## config.mk

```make
export PLATFORM = sky130hd
export DESIGN_NAME = store_commit_buffer
export DESIGN_NICKNAME = d
export VERILOG_FILES = /design/src/rtl/store_commit_buffer.sv
export SDC_FILE = /design/constraint.sdc
export NUM_CORES = 2
export LEC_CHECK = 0
export ABC_CLOCK_PERIOD_IN_PS = 17620
export BUFFER_PORTS_ARGS = -buffer_cell sky130_fd_sc_hd__buf_4
export CORE_MARGIN = 10
export CORE_UTILIZATION = 24
export CTS_CLUSTER_SIZE = 16
export DETAILED_ROUTE_END_ITERATION = 8
export PLACE_DENSITY = 0.35
export REMOVE_ABC_BUFFERS = 1
export SYNTH_ARGS = -nofsm -noshare
export SYNTH_HDL_FRONTEND = slang
export SYNTH_SLANG_ARGS = --single-unit
```

## constraint.sdc

```tcl
create_clock -name clk_i -period 17.62 [get_ports clk_i]
set_input_delay 0.881 -clock clk_i [delete_from_list [all_inputs] [get_ports clk_i]]
set_output_delay 0.881 -clock clk_i [all_outputs]
set_load 0.02 [all_outputs]
```

## src/rtl/store_commit_buffer.sv

```systemverilog
// Store commit buffer: holds LSU stores speculatively, moves them to a
// commit queue as the commit stage retires them, and drains the commit
// queue in order to the data cache one write at a time.
module store_commit_buffer #(
  parameter int unsigned DEPTH_SPEC   = 4,
  parameter int unsigned DEPTH_COMMIT = 8,
  parameter int unsigned PLEN         = 56,
  parameter int unsigned DATA_W       = 64
) (
  input  logic                  clk_i,
  input  logic                  rst_i,
  input  logic                  flush_i,
  input  logic                  st_valid_i,
  output logic                  st_ready_o,
  input  logic [PLEN-1:0]       st_paddr_i,
  input  logic [DATA_W-1:0]     st_data_i,
  input  logic [DATA_W/8-1:0]   st_be_i,
  input  logic                  commit_i,
  output logic                  commit_ready_o,
  output logic                  no_st_pending_o,
  input  logic [11:0]           page_offset_i,
  output logic                  page_offset_match_o,
  output logic                  req_valid_o,
  input  logic                  req_gnt_i,
  output logic [PLEN-1:0]       req_addr_o,
  output logic [DATA_W-1:0]     req_data_o,
  output logic [DATA_W/8-1:0]   req_be_o,
  input  logic                  ack_i
);

  localparam int unsigned BE_W = DATA_W / 8;
  localparam int unsigned SP_W = (DEPTH_SPEC > 1) ? $clog2(DEPTH_SPEC) : 1;
  localparam int unsigned CP_W = (DEPTH_COMMIT > 1) ? $clog2(DEPTH_COMMIT) : 1;
  localparam logic [SP_W:0] SPEC_MAX   = DEPTH_SPEC[SP_W:0];
  localparam logic [CP_W:0] COMMIT_MAX = DEPTH_COMMIT[CP_W:0];

  typedef enum logic [1:0] {
    IDLE,
    REQ,
    WAIT_ACK
  } state_t;

  state_t state_q, state_d;

  // speculative queue storage and bookkeeping
  logic [PLEN-1:0]   spec_addr_q [DEPTH_SPEC];
  logic [DATA_W-1:0] spec_data_q [DEPTH_SPEC];
  logic [BE_W-1:0]   spec_be_q   [DEPTH_SPEC];
  logic [SP_W-1:0]   spec_head_q, spec_tail_q;
  logic [SP_W:0]     spec_count_q;

  // commit queue storage and bookkeeping
  logic [PLEN-1:0]   commit_addr_q [DEPTH_COMMIT];
  logic [DATA_W-1:0] commit_data_q [DEPTH_COMMIT];
  logic [BE_W-1:0]   commit_be_q   [DEPTH_COMMIT];
  logic [CP_W-1:0]   commit_head_q, commit_tail_q;
  logic [CP_W:0]     commit_count_q;

  // in-flight request, held from REQ until ack
  logic [PLEN-1:0]   req_addr_q;
  logic [DATA_W-1:0] req_data_q;
  logic [BE_W-1:0]   req_be_q;

  logic spec_full, spec_empty, commit_full, commit_empty;
  logic push, commit, pop, load_req;
  logic [SP_W-1:0] spec_rel;
  logic [CP_W-1:0] commit_rel;
  logic match;
  logic unused_offset_bits;

  assign spec_full    = (spec_count_q == SPEC_MAX);
  assign spec_empty   = (spec_count_q == '0);
  assign commit_full  = (commit_count_q == COMMIT_MAX);
  assign commit_empty = (commit_count_q == '0);

  assign push   = st_valid_i && !spec_full && !flush_i;
  assign commit = commit_i && !spec_empty && !commit_full;

  assign st_ready_o          = !spec_full;
  assign commit_ready_o      = !commit_full;
  assign no_st_pending_o     = commit_empty && (state_q == IDLE);
  assign req_addr_o          = req_addr_q;
  assign req_data_o          = req_data_q;
  assign req_be_o            = req_be_q;
  assign page_offset_match_o = match;
  assign unused_offset_bits  = ^page_offset_i[2:0];

  // speculative queue pointers and count; flush wins over push, a
  // same-cycle commit still copies its entry before the queue is cleared
  always_ff @(posedge clk_i or posedge rst_i) begin
    if (rst_i) begin
      spec_head_q  <= '0;
      spec_tail_q  <= '0;
      spec_count_q <= '0;
    end else if (flush_i) begin
      spec_head_q  <= '0;
      spec_tail_q  <= '0;
      spec_count_q <= '0;
    end else begin
      if (push)   spec_tail_q <= spec_tail_q + 1'b1;
      if (commit) spec_head_q <= spec_head_q + 1'b1;
      case ({push, commit})
        2'b10:   spec_count_q <= spec_count_q + 1'b1;
        2'b01:   spec_count_q <= spec_count_q - 1'b1;
        default: spec_count_q <= spec_count_q;
      endcase
    end
  end

  // commit queue pointers and count; never touched by flush
  always_ff @(posedge clk_i or posedge rst_i) begin
    if (rst_i) begin
      commit_head_q  <= '0;
      commit_tail_q  <= '0;
      commit_count_q <= '0;
    end else begin
      if (commit) commit_tail_q <= commit_tail_q + 1'b1;
      if (pop)    commit_head_q <= commit_head_q + 1'b1;
      case ({commit, pop})
        2'b10:   commit_count_q <= commit_count_q + 1'b1;
        2'b01:   commit_count_q <= commit_count_q - 1'b1;
        default: commit_count_q <= commit_count_q;
      endcase
    end
  end

  // entry storage; validity is tracked purely by the counts above
  always_ff @(posedge clk_i) begin
    if (push) begin
      spec_addr_q[spec_tail_q] <= st_paddr_i;
      spec_data_q[spec_tail_q] <= st_data_i;
      spec_be_q[spec_tail_q]   <= st_be_i;
    end
    if (commit) begin
      commit_addr_q[commit_tail_q] <= spec_addr_q[spec_head_q];
      commit_data_q[commit_tail_q] <= spec_data_q[spec_head_q];
      commit_be_q[commit_tail_q]   <= spec_be_q[spec_head_q];
    end
  end

  // drain FSM state register
  always_ff @(posedge clk_i or posedge rst_i) begin
    if (rst_i) state_q <= IDLE;
    else       state_q <= state_d;
  end

  // drain FSM next state and request handshake
  always_comb begin
    state_d     = state_q;
    req_valid_o = 1'b0;
    load_req    = 1'b0;
    pop         = 1'b0;
    case (state_q)
      IDLE: begin
        if (!commit_empty) begin
          state_d  = REQ;
          load_req = 1'b1;
        end
      end
      REQ: begin
        req_valid_o = 1'b1;
        if (req_gnt_i) begin
          pop     = 1'b1;
          state_d = WAIT_ACK;
        end
      end
      WAIT_ACK: begin
        if (ack_i) state_d = IDLE;
      end
      default: state_d = IDLE;
    endcase
  end

  // capture the commit head when a request starts; held through WAIT_ACK
  always_ff @(posedge clk_i or posedge rst_i) begin
    if (rst_i) begin
      req_addr_q <= '0;
      req_data_q <= '0;
      req_be_q   <= '0;
    end else if (load_req) begin
      req_addr_q <= commit_addr_q[commit_head_q];
      req_data_q <= commit_data_q[commit_head_q];
      req_be_q   <= commit_be_q[commit_head_q];
    end
  end

  // load hazard: any buffered or in-flight store on the same doubleword offset
  always_comb begin
    match      = 1'b0;
    spec_rel   = '0;
    commit_rel = '0;
    for (int unsigned i = 0; i < DEPTH_SPEC; i++) begin
      spec_rel = SP_W'(i) - spec_head_q;
      if (({1'b0, spec_rel} < spec_count_q) &&
          (spec_addr_q[i][11:3] == page_offset_i[11:3]))
        match = 1'b1;
    end
    for (int unsigned i = 0; i < DEPTH_COMMIT; i++) begin
      commit_rel = CP_W'(i) - commit_head_q;
      if (({1'b0, commit_rel} < commit_count_q) &&
          (commit_addr_q[i][11:3] == page_offset_i[11:3]))
        match = 1'b1;
    end
    if ((state_q != IDLE) && (req_addr_q[11:3] == page_offset_i[11:3]))
      match = 1'b1;
  end

`ifndef SYNTHESIS
  logic ack_orphan_q;

  // an ack for a write dropped by reset is legal until the next write starts
  always_ff @(posedge clk_i or posedge rst_i) begin
    if (rst_i)                               ack_orphan_q <= 1'b1;
    else if (ack_i || (state_q == WAIT_ACK)) ack_orphan_q <= 1'b0;
  end

  a_commit_legal: assert property (@(posedge clk_i) disable iff (rst_i)
    commit_i |-> (!spec_empty && !commit_full));

  a_ack_expected: assert property (@(posedge clk_i) disable iff (rst_i)
    ack_i |-> ((state_q == WAIT_ACK) || ack_orphan_q));
`endif

endmodule

```

==> out/metrics.yaml <==
layout:
  syn2layout_area_growth_pct: 19.7
  drive_gt1_frac: 0.296
  final_common_cell: "edfxtp_1"
  fillCellCount: 26000
  postLayoutCellArea_mm2: 0.0768
  final_cell_mix: "1536 x edfxtp_1, 384 x mux4_2, 340 x buf_4, 197 x clkbuf_16"
  layoutNonFillerInstCount: 7019
  final_nets: 3483
timing:
  hold_violations: 0
  fin_crit_sh: 0.277
  worst_slack_ns: 12.74
  clock-skew-final_ns: 0.0578
  worst_pin_slew_ns: 1.09
  fmax_mhz: 205
  finalMaxSlewViolations: 0
  finalSetupTns_ns: 0
  min_period_ns: 4.88
  slew_headroom: 0.276
  setup_viol: 0
  rsz0062_at_grt: "false"
global_route:
  antenna_found_initial: 21
  grt_max_degree: 88
  grt_first_pass_wirelength_mm: 247
  grt_pass1_vias: 32000
  overflow: 0
  grt_use_total: 0.119
placed_design:
  hpwl_mm: 97.1
  gp_congestion: 0.672
  io_buffers: 276
  dp.cells: 6644
  place_ws_ns: 13.34
  place_area_mm2: 0.0704
drt:
  dr.pass1.iters: 7
  drtAntennaViolNets: 0
  finalWirelength_mm: 173
  drtIter0Drc: 1903
  vias_per_cell: 4.17
  wl_per_cell_um: 24.7
  drc_errors: 0
  via_count: 29300
pwr:
  internal-power_w: 0.00875
  p_switching_w: 0.00395
  p_leak_nw: 25.1
  pwr-share-seq: 0.427
  pwr-share-comb: 0.259
  switching_share: 0.311
  finalPower_w: 0.0127
  power_density_mw_per_mm2: 165
  pwr-share-clk: 0.313
  ir_drop_uv: 94.7
critical_path:
  critPathCaptureType: "output port"
  max_stage_delay_ns: 0.83
  critPathLaunchType: "flip-flop"
  crit_type: "reg -> out"
  path_cells: "inv_6 > ha_1 > inv_1 > ha_1 > nand3_1 > a21oi_1 > nor4_1 > nor4_1 > nand3_1 > buf_4"
  critical-path-top-delay-family: "flip-flops"
  worstPathRequired_ns: 16.74
  arrival_ns: 4.00
  cp.buffers_inverters: 3
  crit_slowest_cell: "dfrtp_4"
  path_max_fanout: 34
run:
  drv_cap: 0
clock_tree:
  clock_latency_ns: 0.85
  cts_resized: 0
  htree_levels: 4
  clock-sinks: 1683
  cts_made_buffers: 194
  cts_hold_repair.buffers: 1
  root_buffer: "clkbuf_16"
  cts_buffer_depth: 3
  path_clk_slew_ns: 0.06
  tritoncts: "done"
  cts_setup_buffers: 0
floorplanning:
  die_x_um: 537
  start_util: 0.242
  fp.dieH_um: 537
  rows: 189
  dieArea_mm2: 0.288
  io_pins: 280
  core_area_mm2: 0.266
logic_synthesis:
  synth_edf_count: 1536
  synth_cells: 2918
  synth_flop_cell: "edfxtp_1"
  syn-cell-area_mm2: 0.0641
  synth_area_leaders: "edfxtp_1 72%, mux4_2 13%, dfrtp_1 5.7%, mux2i_1 2.0%, o21ai_0 1.1%"
  avgSynthCellArea_um2: 22.0
  async_flop_share: 0.0873
  synth_top_cell_by_area: "edfxtp_1"
  synth.distinct_cells: 48
  synth_top_area_frac: 0.719
  yosysSeqAreaShare: 0.776
  yosysWarnings: 0
  ys_seq_elements: 1683
outcome:
  status: "finished, final reports clean"
min_path:
  hp-class: "in -> reg"
==> power by group through the flow <==
stage	combinational, W	sequential, W	clock, W
after floorplan	0.00217	0.00587	0
final	0.00330	0.00543	0.00398
after global placement	0.00345	0.00553	0
after detailed placement	0.00345	0.00553	0
after CTS	0.00346	0.00546	0.00413
after global routing	0.00366	0.00550	0.00430
==> final cells by class <==
type,count,area (um2),share of cell area
well taps,3533,4420,0.0576
diodes,9,22.5,0.000293
flip-flops and latches,1683,49800,0.649
multi-input cells,1061,13400,0.175
inverters,23,98.8,0.00129
repair buffers,345,2640,0.0344
clock buffers,276,5410,0.0704
clock inverters,89,933,0.0122
==> sequential cells by signal (all words and copies together) (netlist names), 3 cells and up <==
signal          count
commit_addr_q     448
commit_be_q        64
commit_count_q      4
commit_data_q     512
commit_head_q       3
commit_tail_q       3
req_addr_o         56
req_be_o            8
req_data_o         64
spec_addr_q       224
spec_be_q          32
spec_count_q        3
spec_data_q       256
==> worst paths after layout <==
kind                                       start                  end  slack (ns)  cells past startpoint
worst max-delay path            commit_head_q[1]  page_offset_match_o       12.74                     10
worst min-delay path               st_data_i[24]   spec_data_q[2][24]        0.23                      1
worst max register to register  commit_head_q[2]       req_data_o[56]       13.66                      6
worst min register to register    req_data_o[16]       req_data_o[16]        0.48                      2
max in group asynchronous                  rst_i          req_be_o[2]       15.22                      5
min in group asynchronous                  rst_i       req_addr_o[18]        0.56                      3
==> routing by layer <==
| layer | up-vias | track usage | wire length (um) | share of wire |
|---|---|---|---|---|
| li1 | 12700 | - | - | - |
| met1 | 15800 | 0.169 | 82800 | 0.48 |
| met2 | 516 | 0.185 | 79000 | 0.46 |
| met3 | 256 | 0.0260 | 7860 | 0.045 |
| met4 | 8 | 0.0283 | 3440 | 0.020 |
| met5 | - | 0 | 58 | 0.00033 |
==> Yosys cell counts, types with 5 or more instances <==
cell and count:
edfxtp_1 1536, mux4_2 384, dfrtp_1 147, nand2_1 143, o21ai_0 135, mux2i_1 129
xor2_1 67, xnor2_1 66, buf_2 58, clkbuf_1 44, buf_4 30, ha_1 26
inv_1 22, nor4_1 15, nor2_1 14, nand4_1 13, a21oi_1 12, nor3_1 8
buf_1 7, buf_8 5, nand2b_1 5, nand3_1 5, o2111ai_1 5
==> cell families (layout without fill, tap and decap cells) <==
logic type / Yosys count / after routing / share of synthesized area
XOR/XNOR: 135 / 135 / 0.0187
multiplexers: 514 / 514 / 0.155
AND/OR/NAND/NOR: 217 / 217 / 0.0150
flip-flops: 1683 / 1683 / 0.776
AO/OA/AOI/OAI: 167 / 167 / 0.0140
other: 0 / 9 / 0
adder cells (fa/ha/maj): 28 / 28 / 0.00570
buffers and inverters: 174 / 733 / 0.0149
==> metrics by stage <==
step           hold WS, ns  utilization
6_report             0.230        0.289
5_1_grt              0.154        0.289
4_1_cts              0.131        0.289
3_5_place_dp         0.472        0.265
3_3_place_gp         0.469        0.265
2_1_floorplan        0.473            -
No activity file was read; power rests on OpenSTA's default activity.
